`config.mk`:
```
export PLATFORM = sky130hd
export DESIGN_NAME = input_capture_ctrl_flat
export DESIGN_NICKNAME = d
export VERILOG_FILES = /design/src/rtl/timer_pkg.sv /design/src/rtl/input_capture_ctrl_if.sv /design/src/rtl/sample_strobe_gen.sv /design/src/rtl/input_capture_ctrl.sv /design/src/flat_wrapper.sv
export SDC_FILE = /design/constraint.sdc
export NUM_CORES = 1
export LEC_CHECK = 0
export ABC_AREA = 1
export CAP_MARGIN = 20
export CORE_ASPECT_RATIO = 1.4
export CORE_MARGIN = 1.5
export CORE_UTILIZATION = 30
export DETAILED_ROUTE_END_ITERATION = 8
export MAX_ROUTING_LAYER = met4
export PLACE_DENSITY_LB_ADDON = 0.3
export REMOVE_ABC_BUFFERS = 1
export SYNTH_ARGS = -nofsm -noshare
export SYNTH_HDL_FRONTEND = slang
export SYNTH_HIERARCHICAL = 1
export SYNTH_SLANG_ARGS = --single-unit
```
`constraint.sdc`:
```
create_clock -name clk_i -period 4.1 [get_ports clk_i]
set_input_delay 0.615 -clock clk_i [delete_from_list [all_inputs] [get_ports clk_i]]
set_output_delay 0.615 -clock clk_i [all_outputs]
set_load 0.02 [all_outputs]
```
`src/rtl/timer_pkg.sv`:
```
// Shared timer-channel types: clock-division/prescaler encodings, capture FSM
// states and the ICxF filter decode (sample-rate select and confirm count N).
package timer_pkg;

  typedef enum logic [1:0] {CKD_DIV1, CKD_DIV2, CKD_DIV4, CKD_DIV4B} ckd_e;
  typedef enum logic [1:0] {PSC_1, PSC_2, PSC_4, PSC_8} icpsc_e;
  typedef enum logic {IC_DISABLED, IC_RUN} ic_state_e;

  // div_sel: 0 = sample every kernel clock, k = sample every 2^k DTS ticks
  typedef struct packed {
    logic [2:0] div_sel;
    logic [3:0] n;
  } icf_dec_t;

  function automatic icf_dec_t icf_decode(input logic [3:0] icf);
    icf_dec_t d;
    case (icf)
      4'd0:    d = {3'd0, 4'd1};
      4'd1:    d = {3'd0, 4'd2};
      4'd2:    d = {3'd0, 4'd4};
      4'd3:    d = {3'd0, 4'd8};
      4'd4:    d = {3'd1, 4'd6};
      4'd5:    d = {3'd1, 4'd8};
      4'd6:    d = {3'd2, 4'd6};
      4'd7:    d = {3'd2, 4'd8};
      4'd8:    d = {3'd3, 4'd6};
      4'd9:    d = {3'd3, 4'd8};
      4'd10:   d = {3'd4, 4'd5};
      4'd11:   d = {3'd4, 4'd6};
      4'd12:   d = {3'd4, 4'd8};
      4'd13:   d = {3'd5, 4'd5};
      4'd14:   d = {3'd5, 4'd6};
      default: d = {3'd5, 4'd8};
    endcase
    return d;
  endfunction

endpackage

```
`src/rtl/input_capture_ctrl_if.sv`:
```
// Configuration, timer input and capture outputs of one input-capture channel.
interface input_capture_ctrl_if;
  logic       en_i;
  logic       ti_i;
  logic [1:0] ckd_i;
  logic [3:0] icf_i;
  logic       ccp_i;
  logic       ccnp_i;
  logic [1:0] icpsc_i;
  logic       cfg_upd_i;
  logic       tif_o;
  logic       ic_o;

  modport master (output en_i, ti_i, ckd_i, icf_i, ccp_i, ccnp_i, icpsc_i, cfg_upd_i,
                  input  tif_o, ic_o);
  modport slave  (input  en_i, ti_i, ckd_i, icf_i, ccp_i, ccnp_i, icpsc_i, cfg_upd_i,
                  output tif_o, ic_o);
endinterface

```
`src/rtl/sample_strobe_gen.sv`:
```
// DTS prescaler (1/2/4 clocks) followed by a 2^div_sel sample divider; emits
// the filter sample strobe, or a strobe every cycle when div_sel is 0.
module sample_strobe_gen
  import timer_pkg::*;
(
  input  logic       clk_i,
  input  logic       aresetn_i,
  input  logic       clr,
  input  ckd_e       ckd,
  input  logic [2:0] div_sel,
  output logic       sample_stb
);

  logic [1:0] dts_q, dts_max;
  logic [4:0] div_q, div_max;
  logic [5:0] span;
  logic       dts_tick;

  always_comb begin
    dts_max = 2'd3;
    case (ckd)
      CKD_DIV1: dts_max = 2'd0;
      CKD_DIV2: dts_max = 2'd1;
      default:  dts_max = 2'd3;
    endcase
    span    = 6'd1 << div_sel;
    div_max = 5'(span - 6'd1);
  end

  assign dts_tick   = (dts_q == dts_max);
  assign sample_stb = !clr && ((div_sel == 3'd0) || (dts_tick && (div_q == div_max)));

  always_ff @(posedge clk_i or negedge aresetn_i) begin
    if (!aresetn_i) begin
      dts_q <= '0;
      div_q <= '0;
    end else if (clr) begin
      dts_q <= '0;
      div_q <= '0;
    end else if (dts_tick) begin
      dts_q <= '0;
      div_q <= (div_q == div_max) ? 5'd0 : div_q + 5'd1;
    end else begin
      dts_q <= dts_q + 2'd1;
    end
  end

endmodule

```
`src/rtl/input_capture_ctrl.sv`:
```
// Input-capture front end: config shadows, digital confirm filter, polarity
// edge detect and capture prescaler producing a single-cycle capture event.
module input_capture_ctrl
  import timer_pkg::*;
(
  input  logic                 clk_i,
  input  logic                 aresetn_i,
  input_capture_ctrl_if.slave  bus
);

  ic_state_e  state_q, state_d;
  ckd_e       ckd_q;
  icpsc_e     icpsc_q;
  logic [3:0] icf_q;
  logic       ccp_q, ccnp_q;
  logic       run, load, sample_stb;
  icf_dec_t   dec;
  logic [2:0] cnt_q, psc_q, psc_max;
  logic       tif_q, tif_d_q, ic_q;
  logic       rise, fall, edge_vld;

  always_ff @(posedge clk_i or negedge aresetn_i) begin
    if (!aresetn_i) state_q <= IC_DISABLED;
    else            state_q <= state_d;
  end

  always_comb begin
    state_d = state_q;
    run     = 1'b0;
    case (state_q)
      IC_DISABLED: if (bus.en_i) state_d = IC_RUN;
      IC_RUN: begin
        run = 1'b1;
        if (!bus.en_i) state_d = IC_DISABLED;
      end
      default: state_d = IC_DISABLED;
    endcase
  end

  assign load = bus.cfg_upd_i || !bus.en_i;

  always_ff @(posedge clk_i or negedge aresetn_i) begin
    if (!aresetn_i) begin
      ckd_q   <= CKD_DIV1;
      icf_q   <= '0;
      ccp_q   <= 1'b0;
      ccnp_q  <= 1'b0;
      icpsc_q <= PSC_1;
    end else if (load) begin
      ckd_q   <= ckd_e'(bus.ckd_i);
      icf_q   <= bus.icf_i;
      ccp_q   <= bus.ccp_i;
      ccnp_q  <= bus.ccnp_i;
      icpsc_q <= icpsc_e'(bus.icpsc_i);
    end
  end

  assign dec = icf_decode(icf_q);

  sample_strobe_gen u_stb (
    .clk_i      (clk_i),
    .aresetn_i  (aresetn_i),
    .clr        (load || !run),
    .ckd        (ckd_q),
    .div_sel    (dec.div_sel),
    .sample_stb (sample_stb)
  );

  // While disabled both level copies follow ti_i so enabling never fakes an edge.
  always_ff @(posedge clk_i or negedge aresetn_i) begin
    if (!aresetn_i) begin
      tif_q   <= 1'b0;
      tif_d_q <= 1'b0;
      cnt_q   <= '0;
    end else if (!run) begin
      tif_q   <= bus.ti_i;
      tif_d_q <= bus.ti_i;
      cnt_q   <= '0;
    end else begin
      tif_d_q <= tif_q;
      if (load) begin
        cnt_q <= '0;
      end else if (sample_stb) begin
        if (bus.ti_i == tif_q) begin
          cnt_q <= '0;
        end else if (({1'b0, cnt_q} + 4'd1) == dec.n) begin
          tif_q <= bus.ti_i;
          cnt_q <= '0;
        end else begin
          cnt_q <= cnt_q + 3'd1;
        end
      end
    end
  end

  assign rise     = tif_q && !tif_d_q;
  assign fall     = !tif_q && tif_d_q;
  assign edge_vld = ccp_q ? (fall || (ccnp_q && rise)) : rise;
  assign psc_max  = 3'((4'd1 << icpsc_q) - 4'd1);

  always_ff @(posedge clk_i or negedge aresetn_i) begin
    if (!aresetn_i) begin
      psc_q <= '0;
      ic_q  <= 1'b0;
    end else if (!run || load) begin
      psc_q <= '0;
      ic_q  <= 1'b0;
    end else begin
      ic_q <= 1'b0;
      if (edge_vld) begin
        if (psc_q == psc_max) begin
          psc_q <= '0;
          ic_q  <= !ic_q;
        end else begin
          psc_q <= psc_q + 3'd1;
        end
      end
    end
  end

  assign bus.tif_o = tif_q;
  assign bus.ic_o  = ic_q;

endmodule

```
`src/flat_wrapper.sv`:
```
// flat-port wrapper written by rule: the top's interface ports become plain ports
module input_capture_ctrl_flat import timer_pkg::*;
  (clk_i, aresetn_i, bus_en_i, bus_ti_i, bus_ckd_i, bus_icf_i, bus_ccp_i, bus_ccnp_i, bus_icpsc_i, bus_cfg_upd_i, bus_tif_o, bus_ic_o);
  input_capture_ctrl_if bus_i ();
  input  logic clk_i;
  input  logic aresetn_i;
  input wire logic [$bits(bus_i.en_i)-1:0] bus_en_i;
  input wire logic [$bits(bus_i.ti_i)-1:0] bus_ti_i;
  input wire logic [$bits(bus_i.ckd_i)-1:0] bus_ckd_i;
  input wire logic [$bits(bus_i.icf_i)-1:0] bus_icf_i;
  input wire logic [$bits(bus_i.ccp_i)-1:0] bus_ccp_i;
  input wire logic [$bits(bus_i.ccnp_i)-1:0] bus_ccnp_i;
  input wire logic [$bits(bus_i.icpsc_i)-1:0] bus_icpsc_i;
  input wire logic [$bits(bus_i.cfg_upd_i)-1:0] bus_cfg_upd_i;
  output wire logic [$bits(bus_i.tif_o)-1:0] bus_tif_o;
  output wire logic [$bits(bus_i.ic_o)-1:0] bus_ic_o;
  assign bus_i.en_i = bus_en_i;
  assign bus_i.ti_i = bus_ti_i;
  assign bus_i.ckd_i = bus_ckd_i;
  assign bus_i.icf_i = bus_icf_i;
  assign bus_i.ccp_i = bus_ccp_i;
  assign bus_i.ccnp_i = bus_ccnp_i;
  assign bus_i.icpsc_i = bus_icpsc_i;
  assign bus_i.cfg_upd_i = bus_cfg_upd_i;
  assign bus_tif_o = bus_i.tif_o;
  assign bus_ic_o = bus_i.ic_o;
  input_capture_ctrl u_core (.clk_i(clk_i), .aresetn_i(aresetn_i), .bus(bus_i));
endmodule
```
* Word-level counts from Yosys, hierarchy flattened
Memories as Yosys holds them, arrays and structs flattened. Index checks and enable logic that the tools add are counted.
Word-level totals: input bits 15, bits in read-only memories 112, memories kept 1, register bits 27
Cells by class: multiplexer cells 26, shift-type cells 2, $add $sub $neg 7, equal/unequal tests 11, reductions and logical operators 20
Memory list:
- (name not given) | words 16, bits a word 7, rd ports 1, clocked after memory_dff 0, wr ports 0, line timer_pkg.sv:17 | case (icf)
Operators by type and width (number):
- 3-bit 2-to-1 mux | 8
- 5-bit 2-to-1 mux | 3
- 1-bit 2-to-1 mux | 12
- 2-bit != test (second input constant) | 4
- 3-bit by 1-bit adder with 3-bit output (second input constant) | 2
- 1-bit logical NOT | 6
- 5-bit by 1-bit adder with 5-bit output (second input constant) | 1
- 5-bit == test | 1
- 1-bit logical AND | 5
- 1-bit by 3-bit << shifter with 5-bit output (first input constant) | 1
- 5-bit by 1-bit subtractor with 5-bit output (second input constant) | 1
- 3-bit by 1-bit adder with 4-bit output (second input constant) | 1
- 4-bit == test | 1
- 1-bit logical OR | 4
- 2-bit 2-to-1 mux | 2
- 2-bit one-hot mux with 2 select lines | 1
- 4-bit AND reduction | 1
- 2-bit nonzero test | 2
- 3-bit == test | 1
- 3-bit logical NOT | 1
- 3-bit != test (second input constant) | 1
- 1-bit by 2-bit << shifter with 3-bit output (first input constant) | 1
- 3-bit by 1-bit subtractor with 3-bit output (second input constant) | 1
- 2-bit by 1-bit adder with 2-bit output (second input constant) | 1
- other kinds (4) | 4

* Logic depth before layout (Yosys ltp)
An unclocked memory read counts as a cell.
depth in word-level cells 10, gate-level depth with buffers 21, mapped depth without buffers 21

* Modules after synthesis
The synthesis kept the hierarchy.
By module, submodules not included:
- input_capture_ctrl | instances 1, cells an instance 159, sequential area each 500.5 um^2, area an instance 1270.0 um^2
- sample_strobe_gen | instances 1, cells an instance 79, sequential area each 175.2 um^2, area an instance 590.6 um^2

* Least setup slack after synthesis
No wires, ideal clock.
path kind register to register, from register u_core.icf_q[0], to register u_core.tif_q, in the netlist u_core/bus.tif_o, slack 1.255 ns, period minus slack after synthesis 2.845 ns, path buffers 0, data arrival time 2.728 ns, data required time 3.983 ns, stages on the path, launching flop included 18, path through dfrtp_1 -> inv_1 -> ha_1 -> or2_2 -> a21oi_1 -> inv_2 -> nand3_2 -> ha_1 -> xor2_1 -> nand3_1 -> nor2_4 -> nand3_1 -> o21ai_1 -> inv_1 -> nor3_1 -> nand3_2 -> nand3_1 -> nand2_1
RTL lines:
- start: declaration | line input_capture_ctrl.sv:14 | logic [3:0] icf_q;
- start signal: assignment | line input_capture_ctrl.sv:51 | icf_q <= bus.icf_i;
- end signal: assignment | line input_capture_ctrl.sv:76 | tif_q <= bus.ti_i;
- end signal: assignment | line input_capture_ctrl.sv:87 | tif_q <= bus.ti_i;
- end: declaration | line input_capture_ctrl.sv:19 | logic tif_q, tif_d_q, ic_q;

==> metrics.txt <==
status=finished, final reports clean; drt first-iter violations=39; Slew @ Worst Pin=0.500 ns; post-synth cell types=31; first element of the critical path=u_core/icf_q[2]$_DFFE_PN0P_; clock share of power=25.0%; Pint=410 uW; global placer's final weighted congestion=0.763; total of max-cap violations=0; FP Rows=33; fraction of layout cells with a size suffix above 1=16.5%; CTS sink cnt=27; CTS tree=done; WL/cell=10.7 um; total I/O pin count=17; Port Buffers=16; Final Critical Period=3.23 ns; commonest non-fill, non-tap cells in the layout=nand2_1, dfrtp_1, nand3_1; Sw Share=31.5%; DRT antenna net count=0; CP Class=flop to flop; largest net degree at the start of global routing=28; VDD IR-drop max=0.000189 V; CORE AREA=5900 um2; Worst EP required=4.27 ns; Reg2Reg Setup Slack=0.87 ns; hold_ws=0.443 ns; Max Slew Vio Count=0; register bit total from synthesis=27; Crit Path Max Fanout=10; worst setup path end=u_core/bus.tif_o$_DFFE_PN0P_; antenna violations before repair=0; vias per inst=4.55; P&R area growth vs syn=14.6%; worst reg2reg path endpoint=u_core/bus.tif_o$_DFFE_PN0P_; number of inserted diodes=0; Layout Utilization=36.1%; Setup WS pre-CTS=0.853 ns; FF-to-FF path depth=16; final net count=280; Worst slew margin=66.7%; setup violators final=0; Yosys Warn Count=6; worst setup margin=0.870 ns; Leak=1.07 nW; commonest non-fill, non-tap cell in the layout=nand2_1; global-route wire length before repair=6.42 mm; Post-CTS Setup Inserts=0; clock-pin slew on the worst setup and hold paths=0.09 ns; combinational group share of total power=26.3%; Final Cell Area=2130 um2; CP startpoint kind=flop; clock root cell=clkbuf_8; synthesized area per cell=7.82 um2; chip width=69.6 um; worst path arrival time=3.40 ns; Max Fclk=310 MHz; Seq/Total Area, Yosys=36.3%; number of global-route vias before repair=1494; sequential group share of total power=48.7%; Post-CTS Resized=0; Final Skew=0.00235 ns; GRT Util Overall=12.3%; Post-Syn Area=1860 um2; period utilisation layout=78.8%; NetSw=189 uW; htree depth=1; Die Area=6690 um2; Gate Count Post-Synth=238; global route total overflow=0; drt drc=0; router iterations before antenna repair=4; Die Y=96.2 um; RSZ-0062 raised after global routing=false; Num CTS Buffers=3; crit path capture type=flop; WL final=3.47 mm; Worst Hold Class=flop to flop; origin of the critical flop-to-flop path=u_core/icf_q[2]$_DFFE_PN0P_; Sum Neg Setup Slack=0 ns; CTS Buffer Depth=2; detailed placement HPWL=2.73 mm; P per Cell Area=281 nW/um2; hold_buf cts=0; vias=1478; Clk Latency, worst-skew pair=0.27 ns; Starting Density=31.5%; Hold Fails Final Rpt=0; Placed Area=2090 um2
## per-stage QoR
step	power, mW	std cells
floorplan	0.412	234
global placement	0.455	321
detailed placement	0.456	321
CTS	0.611	325
global route	0.649	325
finish	0.599	325
## cell usage after synthesis (all sizes together)
cell type	n	area [um2]
nand4	6	37.5
o31ai	1	7.51
nor3	2	10.0
xnor2	8	70.1
nand3	31	185
ha	9	113
nor3b	1	7.51
mux2	5	56.3
clkinv	2	7.51
buf	3	26.3
xor2	6	52.6
nor2	16	82.6
o21ai	8	40.0
dfrtp	27	676
or2	3	18.8
and2	1	6.26
clkbuf	1	3.75
inv	29	116
a21oi	4	20.0
nand2	75	324
## registers in the layout (all words and copies together), names as in the netlist, 2 cells and up
signal              cells
u_core/u_stb/div_q      5
u_core/psc_q            3
u_core/u_stb/dts_q      2
u_core/icpsc_q          2
u_core/icf_q            4
u_core/cnt_q            3
u_core/ckd_q            2
## kinds of logic (layout without fill, tap and decap cells)
group                    count (synthesis)  in the layout  synth area share, %
AND/OR/NAND/NOR                        135            135                 36.1
buffers and inverters                   35             52                 8.27
adder cells (fa/ha/maj)                  9              9                 6.05
XOR/XNOR                                14             14                 6.59
flip-flops                              27             27                 36.3
AO/OA/AOI/OAI                           13             13                 3.63
multiplexers                             5              5                 3.03
## per-layer routing
metal	track usage [%]	routed length, um
met5	-	0
met4	4.90	63
met3	1.36	52
met2	23.1	1800
met1	13.3	1550
## critical path: stages, from the launching register on
cell     delay (ns)
dfrtp_1        0.60
inv_8          0.09
a21oi_1        0.43
nor2_1         0.18
inv_2          0.14
nand3_2        0.10
ha_1           0.31
xor2_1         0.13
nand3_1        0.14
nor2_4         0.16
nand3_1        0.09
o21ai_1        0.17
inv_1          0.07
nor3_1         0.29
nand3_2        0.12
nand3_1        0.07
nand2_1        0.05
## power by group through the flow
stage	clock network (mW)	registers, mW	logic [mW]
6_report	0.150	0.292	0.157
2_1_floorplan	0	0.296	0.116
4_1_cts	0.159	0.292	0.160
5_1_grt	0.172	0.294	0.182
3_5_place_dp	0	0.298	0.159
3_3_place_gp	0	0.297	0.157
## layout make-up
class,count,area [um2]
fill,619,3770
inverter,31,124
timing repair buffer,17,168
clock inverter,1,5.00
sequential,27,676
clock buffer,3,41.3
multi-input combinational,176,1030
tap,70,87.6
## how the worst min path moves through the flow
stage / startpoint / endpoint / slack (ns) / cells past startpoint
6_report: u_core/bus.ic_o$_DFF_PN0_ / u_core/bus.ic_o$_DFF_PN0_ / 0.44 / 1
5_1_grt: u_core/bus.ic_o$_DFF_PN0_ / u_core/bus.ic_o$_DFF_PN0_ / 0.46 / 1
4_1_cts: u_core/bus.ic_o$_DFF_PN0_ / u_core/bus.ic_o$_DFF_PN0_ / 0.45 / 1
3_5_place_dp: u_core/bus.ic_o$_DFF_PN0_ / u_core/bus.ic_o$_DFF_PN0_ / 0.44 / 1
3_3_place_gp: u_core/bus.ic_o$_DFF_PN0_ / u_core/bus.ic_o$_DFF_PN0_ / 0.44 / 1
2_1_floorplan: aresetn_i / u_core/bus.ic_o$_DFF_PN0_ / 0.32 / 0
Note: power is estimated with default switching activity, not from simulation.
